===== src/rtl/serial_arith_pkg.sv =====
`default_nettype none
// ============================================================================
//  Module   : serial_arith_pkg
//  Purpose  : Shared types and bit-cell truth tables for the bit-serial
//             arithmetic blocks (serial subtractor / serial adder).
//  Revision : 1.0  initial release
// ============================================================================
package serial_arith_pkg;

    // Sequencer states shared by the serial arithmetic units
    typedef enum logic [1:0] {
        IDLE  = 2'd0,
        SHIFT = 2'd1,
        DONE  = 2'd2
    } state_e;

    // Bit-cell truth tables, indexed by {a, b, carry/borrow}.
    // Difference and sum are both the 3-input parity.
    localparam logic [7:0] FS_DIFF_TT   = 8'h96;
    // Borrow: (~a & b) | (~(a ^ b) & br)
    localparam logic [7:0] FS_BORROW_TT = 8'h8E;
    localparam logic [7:0] FA_SUM_TT    = 8'h96;
    // Carry: majority(a, b, c)
    localparam logic [7:0] FA_CARRY_TT  = 8'hE8;

    // Value the borrow/carry flip-flop holds when no operation is active
    localparam logic       BR_CLEAR     = 1'b0;

endpackage : serial_arith_pkg
`default_nettype wire


===== src/rtl/full_subtractor_bit.sv =====
`default_nettype none
// ============================================================================
//  Module   : full_subtractor_bit
//  Purpose  : Combinational one-bit full subtractor cell: d = a - b - br.
//  Revision : 1.0  initial release
// ============================================================================
module full_subtractor_bit
    import serial_arith_pkg::*;
(
    input  logic a_i,
    input  logic b_i,
    input  logic br_i,
    output logic d_o,
    output logic br_next_o
);

    logic [2:0] w_idx;

    // Look the cell outputs up in the shared truth tables
    always_comb begin
        w_idx     = {a_i, b_i, br_i};
        d_o       = FS_DIFF_TT[w_idx];
        br_next_o = FS_BORROW_TT[w_idx];
    end

endmodule : full_subtractor_bit
`default_nettype wire


===== src/rtl/serial_subtractor.sv =====
`default_nettype none
// ============================================================================
//  Module   : serial_subtractor
//  Purpose  : Bit-serial subtractor. Computes (a - b - bin) mod 2^W one bit
//             per clock, LSB first, through a single borrow flip-flop, and
//             returns a parallel difference, borrow-out and done strobe.
//  Revision : 1.0  initial release
// ============================================================================
module serial_subtractor
    import serial_arith_pkg::*;
#(
    parameter int W  = 6,
    parameter int CW = $clog2(W + 1)
) (
    input  logic         clk,
    input  logic         rst,       // asynchronous, active-low
    input  logic         start,
    input  logic [W-1:0] a,
    input  logic [W-1:0] b,
    input  logic         bin,
    output logic         busy,
    output logic         diff_bit,
    output logic         done,
    output logic [W-1:0] diff,
    output logic         bout
);

    localparam logic [CW-1:0] CNT_LAST = CW'(W - 1);

    state_e        state_q, state_d;
    logic [CW-1:0] cnt_q,   cnt_d;
    logic [W-1:0]  a_q,     a_d;
    logic [W-1:0]  b_q,     b_d;
    logic          br_q,    br_d;
    logic [W-1:0]  res_q,   res_d;
    logic [W-1:0]  diff_q,  diff_d;
    logic          bout_q,  bout_d;

    logic          w_d;
    logic          w_br_next;
    logic [W:0]    w_res_ext;

    full_subtractor_bit u_cell (
        .a_i       (a_q[0]),
        .b_i       (b_q[0]),
        .br_i      (br_q),
        .d_o       (w_d),
        .br_next_o (w_br_next)
    );

    // New bit enters from the MSB side; the extended vector keeps W = 1 legal
    assign w_res_ext = {w_d, res_q};

    // Next-state, datapath and result-capture logic
    always_comb begin
        state_d = state_q;
        cnt_d   = cnt_q;
        a_d     = a_q;
        b_d     = b_q;
        br_d    = br_q;
        res_d   = res_q;
        diff_d  = diff_q;
        bout_d  = bout_q;

        case (state_q)
            IDLE: begin
                if (start) begin
                    a_d     = a;
                    b_d     = b;
                    br_d    = bin;
                    cnt_d   = '0;
                    state_d = SHIFT;
                end
            end
            SHIFT: begin
                res_d = w_res_ext[W:1];
                a_d   = a_q >> 1;
                b_d   = b_q >> 1;
                br_d  = w_br_next;
                cnt_d = cnt_q + CW'(1);
                if (cnt_q == CNT_LAST) begin
                    diff_d  = w_res_ext[W:1];
                    bout_d  = w_br_next;
                    state_d = DONE;
                end
            end
            DONE: begin
                state_d = IDLE;
            end
            default: begin
                state_d = IDLE;
            end
        endcase
    end

    // State and datapath registers with asynchronous active-low clear
    always_ff @(posedge clk or negedge rst) begin
        if (!rst) begin
            state_q <= IDLE;
            cnt_q   <= '0;
            a_q     <= '0;
            b_q     <= '0;
            br_q    <= BR_CLEAR;
            res_q   <= '0;
            diff_q  <= '0;
            bout_q  <= 1'b0;
        end else begin
            state_q <= state_d;
            cnt_q   <= cnt_d;
            a_q     <= a_d;
            b_q     <= b_d;
            br_q    <= br_d;
            res_q   <= res_d;
            diff_q  <= diff_d;
            bout_q  <= bout_d;
        end
    end

    // Status outputs decoded from the state register
    always_comb begin
        busy     = (state_q == SHIFT) || (state_q == DONE);
        done     = (state_q == DONE);
        diff_bit = (state_q == SHIFT) ? w_d : 1'b0;
    end

    assign diff = diff_q;
    assign bout = bout_q;

endmodule : serial_subtractor
`default_nettype wire


===== config.mk =====
export PLATFORM = sky130hd
export DESIGN_NAME = serial_subtractor
export DESIGN_NICKNAME = d
export VERILOG_FILES = /design/src/rtl/serial_arith_pkg.sv /design/src/rtl/full_subtractor_bit.sv /design/src/rtl/serial_subtractor.sv
export SDC_FILE = /design/constraint.sdc
export NUM_CORES = 1
export LEC_CHECK = 0
export CAP_MARGIN = 20
export CORE_MARGIN = 2
export CORE_UTILIZATION = 54
export CTS_BUF_LIST = sky130_fd_sc_hd__clkbuf_8
export DETAILED_ROUTE_END_ITERATION = 8
export PLACE_DENSITY = 0.81
export SLEW_MARGIN = 0
export SYNTH_ARGS = -nofsm -noshare
export SYNTH_HDL_FRONTEND = slang
export SYNTH_HIERARCHICAL = 1
export SYNTH_SLANG_ARGS = --single-unit

===== constraint.sdc =====
create_clock -name clk -period 1.8 [get_ports clk]
set_input_delay 0.27 -clock clk [delete_from_list [all_inputs] [get_ports clk]]
set_output_delay 0.27 -clock clk [all_outputs]
set_load 0.01 [all_outputs]

==> results.ini, run 1 <==
[critical_path]
cpMaxStageDelayCell=dfrtp_1
criticalPathCategory=register to primary output
end_kind=primary output
r2r_cells=6
cp_cell_sequence=inv_1, ha_1, xor2_1, and2_1, clkbuf_2
crit_fanout=2
r2r_setup_slack_ns=0.21
max_stage_delay_ns=0.35
path_delay_family=flip-flops
cp.required_ns=1.53
start_kind=register
crit_arrival_ns=1.42
path_depth=5
path_buf_inv=2

[cts]
cts_root_buffer=clkbuf_8
cts_tree=yes
clkSinkCount=30
clockBufferDepth=2
numCtsBuffers=5
clk_pin_slew_ns=0.07
h-tree-depth=2
clk_latency_ns=0.29

[detailed_routing]
dr_wl_met2_um=1520
wl_per_cell_um=15.3
top_layer_used=met4
vias_per_cell=5.77
drt-met1-wl_um=1340
drtIter0Drc=38
ant_nets=0
routed_wl_um=3110
dr.pass1.iters=4
via_count=1171
dr_wl_met3_um=217
drc_errors=0

[global_route]
overflow=0
grt_pass1_vias=1180
grt_pass1_wl_um=5330
grt_max_degree=31
antenna_found_initial=0
grt_usage=0.214

[power_and_ir_drop]
ir_drop_mv=1.37
leakage_nw=0.862
powerDensity_nw_per_um2=1780

[synth]
synth_area_leaders=dfrtp_1 48%, mux2_2 8.7%, a221o_1 7.1%, ha_1 5.6%, nand2b_1 4.8%
synth_edf_count=0
synth_area_um2=1560
synth_top_area_share=0.482
yosysMostFrequentCell=dfrtp_1
yosysWarnings=6
yosysTopAreaCell=dfrtp_1
avgSynthCellArea_um2=11.3
synth_ff_type=dfrtp_1
ys_top_cells_by_count=30 x dfrtp_1, 12 x a21oi_1, 12 x mux2_2, 12 x nand2b_1
syn-instance-count=138
synth_seq_cells=30
syn_nets=161
async_reset_ff_frac=1.00
seq_area_frac_synth=0.482
yosysUniqueCellTypes=25

[placement]
dp_hpwl_um=2120
preCtsSetupSlack_ns=-0.0105
place.port_buffers=25
place.gp.congestion=0.847
place_inst=193

[final_layout]
syn_to_final_growth_pct=25.1
antenna_cells=0
drive_gt1_frac=0.221
nets=194
instances_no_fill=203

[timing]
hold_viol=0
finalCritPeriodShare=0.937
slew_headroom=0.751
report.final.slew_viol_count=0
worst_pin_slew_ns=0.363
rsz0062_at_grt=false
fin_skew_ns=0.00680
fin_crit_ns=1.69
setup_viol=0
fin_ws_ns=0.113
max_freq_mhz=593

[floorplanning]
initial_core_util=0.565
die-height_um=57.7
die_area_um2=3330
coreArea_um2=2760
die_w_um=57.7
num_rows=19
io_pins=26

[worst_hold_path]
min_path_type=input pin to asynchronous set/reset pin

[flow_run]
maxCapViolCount=0

[run_status]
status=completed

logic make-up after synthesis:
kind of cell	Yosys count	synth area share
and+or+nand+nor	36	0.137
AOI/OAI and AO/OA	34	0.153
DFF	30	0.482
buffers and inverters	16	0.0659
muxes	14	0.0996
adders and majority gates	7	0.0562
xor gates and xnor gates	1	0.00562
worst reg2reg max path: stages, from the launching register on:
cell and delay (ns):
dfrtp_1 0.39, inv_1 0.11, ha_2 0.29, buf_4 0.24, nand2b_1 0.13, a21oi_1 0.06
a221o_1 0.26
path summary, 6_finish.rpt:
kind                            start  endpoint
max                              br_q  diff_bit
min                               rst      br_q
max reg2reg                state_q[0]    a_q[0]
min reg2reg                   diff[5]   diff[5]
max in group asynchronous         rst    b_q[5]
min in group clk              diff[5]   diff[5]
per-stage QoR:
step           utilization  instance area (µm²)  hold slack, ns  total power [mW]  TNS (ns)
2_1_floorplan            -                 1560         -0.0256              2.33         0
3_3_place_gp         0.665                 1830           0.485              2.78         0
3_5_place_dp         0.665                 1830           0.498              2.87   -0.0105
4_1_cts              0.705                 1940           0.381              3.49         0
5_1_grt              0.706                 1950           0.420              3.73         0
6_report             0.706                 1950           0.370              3.46         0
timing repair:
item	4_1_cts	5_1_grt
hold buffers	0	0
buffers inserted	2	0
cloned	0	0
setup endpoints to repair	2	10
gates resized for setup	3	4
cells in the final DEF, fill, tap and decap left out, types with 6 or more instances in the layout:
cell and count:
buf_4 11, a221o_1 11, ha_1 6, nand2b_1 12, clkbuf_8 6, a21oi_1 12
mux2_2 12, o21ai_0 6, nand2_1 6, nand3_1 10, dfrtp_1 30, clkdlybuf4s50_1 22
inv_1 6
power by group:
part	switching, mW	total [mW]	leakage [nW]	internal, mW
clock	0.260	0.566	0.0472	0.307
combinational	0.794	1.72	0.449	0.929
sequential	0.198	1.17	0.366	0.972
total	1.25	3.46	0.862	2.21
flip-flops by register name, summed over array words and instances, names as in the netlist:
signal and cells:
a_q 6, res_q 5, state_q 2, br_q 1, cnt_q 3, b_q 6
diff 6, bout 1
layout make-up:
cell class	count	area, µm²
repair buffers	36	329
multi-input cells	92	712
clock buffers	6	82.6
well taps	31	38.8
flip-flops and latches	30	751
fillers	220	810
clock inverters	2	12.5
inverters	6	22.5
per-layer routing:
layer  GRT usage  vias to the layer above
li1            -                      556
met1       0.287                      579
met2       0.321                       33
met3      0.0737                        3
met4      0.0831                        0
met5           0                        -
Power figures use the tool's default switching activity.
==> run 2, diff against run 1 <==
PLACE_DENSITY = default   (was 0.81)
PLACE_DENSITY_LB_ADDON = 0.12   (was default)
==> results.ini, run 2 (same netlist as run 1, synthesis figures left out) <==
[global_route]
overflow=0  ; unchanged
grt_pass1_vias=1142  ; -3.2%
grt_pass1_wl_um=5220  ; -2.2%
grt_max_degree=31  ; unchanged
grt_usage=0.209  ; -0.00450
antenna_found_initial=0  ; unchanged

[power_and_ir_drop]
powerDensity_nw_per_um2=1740  ; -1.9%
power.total_mw=3.38  ; -2.4%
ir_drop_mv=1.33  ; -3.0%
leakage_nw=0.854  ; -0.93%

[cts]
clockBufferDepth=2  ; unchanged
hold_buffers=0  ; unchanged
cts_root_buffer=clkbuf_8
cts_setup_buffers=0  ; -2
cts_tree=yes
clk_pin_slew_ns=0.06  ; about the same
clkSinkCount=30  ; unchanged
clk_latency_ns=0.28  ; about the same
h-tree-depth=2  ; unchanged
numCtsBuffers=5  ; unchanged

[timing]
slew_headroom=0.765  ; +0.0143
setup_viol=0  ; unchanged
report.final.slew_viol_count=0  ; unchanged
rsz0062_at_grt=false
fin_skew_ns=0.00478  ; -0.00202 ns
worst_pin_slew_ns=0.342  ; -0.0209 ns
finalCritPeriodShare=0.935  ; -0.00234
max_freq_mhz=594  ; +0.25%
hold_viol=0  ; unchanged
holdWs_ns=0.370  ; -0.00000900 ns
fin_tns_setup_ns=0  ; unchanged
fin_crit_ns=1.68  ; -0.00422 ns

[final_layout]
nets=192  ; -1.0%
antenna_cells=0  ; unchanged
final_core_util=0.703  ; -0.00363
drive_gt1_frac=0.202  ; -0.0185
instances_no_fill=199  ; -2.0%
syn_to_final_growth_pct=24.4
final_cell_mix=30 x dfrtp_1, 22 x clkdlybuf4s50_1, 12 x nand2b_1, 12 x a21oi_1, 12 x mux2_2
final_common_cell=dfrtp_1

[floorplanning]
initial_core_util=0.565  ; unchanged
coreArea_um2=2760  ; unchanged
die-height_um=57.7  ; unchanged
io_pins=26  ; unchanged
die_w_um=57.7  ; unchanged
die_area_um2=3330  ; unchanged
num_rows=19  ; unchanged

[worst_hold_path]
min_path_type=input pin to asynchronous set/reset pin

[critical_path]
r2r_cells=6  ; unchanged
end_kind=primary output
crit_arrival_ns=1.41  ; about the same
crit_fanout=2  ; unchanged
path_delay_family=flip-flops
cp_cell_sequence=inv_1, ha_1, xor2_2, and2_1, clkbuf_2
max_stage_delay_ns=0.35  ; about the same
cpMaxStageDelayCell=dfrtp_1
start_kind=register
path_buf_inv=2  ; unchanged
criticalPathCategory=register to primary output
cp.required_ns=1.53  ; about the same
path_depth=5  ; unchanged

[placement]
place.port_buffers=25  ; unchanged
dp_hpwl_um=2040  ; -3.9%
place_inst=193  ; unchanged
place.gp.congestion=0.808  ; -4.6%

[run_status]
status=completed

[detailed_routing]
routed_wl_um=3040  ; -2.2%
drtIter0Drc=38  ; unchanged
vias_per_cell=5.62  ; -2.6%
wl_per_cell_um=15.3  ; -0.25%
drc_errors=0  ; unchanged
via_count=1118  ; -4.5%
dr.pass1.iters=4  ; unchanged
ant_nets=0  ; unchanged

[flow_run]
maxCapViolCount=0  ; unchanged

run 2: changes by cell type in the layout (fill, tap and decap cells not counted):
| cell | before | now |
|---|---|---|
| clkinvlp_4 | 1 | 0 |
| clkinv_2 | 1 | 0 |
| ha_2 | 1 | 0 |
| xor2_1 | 1 | 0 |
| buf_4 | 11 | 8 |
| ha_1 | 6 | 7 |
| buf_12 | 0 | 1 |
| xor2_2 | 0 | 1 |
run 2: metal layers:
layer | GRT usage | vias to the layer above | share of wire
li1 | - | 553 | -
met4 | 0.0864 | 0 | 0.017
met5 | 0 | - | 0
met3 | 0.0781 | 5 | 0.052
met2 | 0.333 | 20 | 0.47
met1 | 0.257 | 540 | 0.46
run 2: final cells by class:
cell class | count | area [µm²]
fillers | 200 | 820
flip-flops and latches | 30 | 751
multi-input cells | 92 | 717
repair buffers | 34 | 327
clock buffers | 6 | 82.6
well taps | 31 | 38.8
inverters | 6 | 22.5
run 2: final timing paths:
| path | startpoint | to | slack (ns) |
|---|---|---|---|
| hold reg to reg | diff[4] | diff[4] | 0.50 |
| min in group clk | diff[4] | diff[4] | 0.50 |
| setup / recovery | b_q[0] | diff_bit | 0.12 |
| max in group asynchronous | rst | res_q[1] | 1.15 |
| hold / removal | rst | a_q[1] | 0.37 |
| setup reg to reg | state_q[0] | a_q[0] | 0.17 |
run 2: where the power goes:
| part | leakage (nW) | internal, mW | total (mW) | switching, mW |
|---|---|---|---|---|
| Combinational | 0.445 | 0.907 | 1.68 | 0.770 |
| Clock | 0.0431 | 0.294 | 0.527 | 0.233 |
| Sequential | 0.366 | 0.973 | 1.17 | 0.202 |
run 2: stage by stage:
stage	setup slack, ns	area [µm²]
after floorplan	0.286	1560
final	0.118	1940
after global placement	0.0690	1850
after global routing	0.0461	1940
after CTS	0.0191	1930
after detailed placement	0.0328	1850
run 2: what timing repair did:
item,4_1_cts,5_1_grt
gates resized for setup,3,4
setup endpoints to repair,2,9
gates cloned,0,0
hold endpoints to repair,0,0
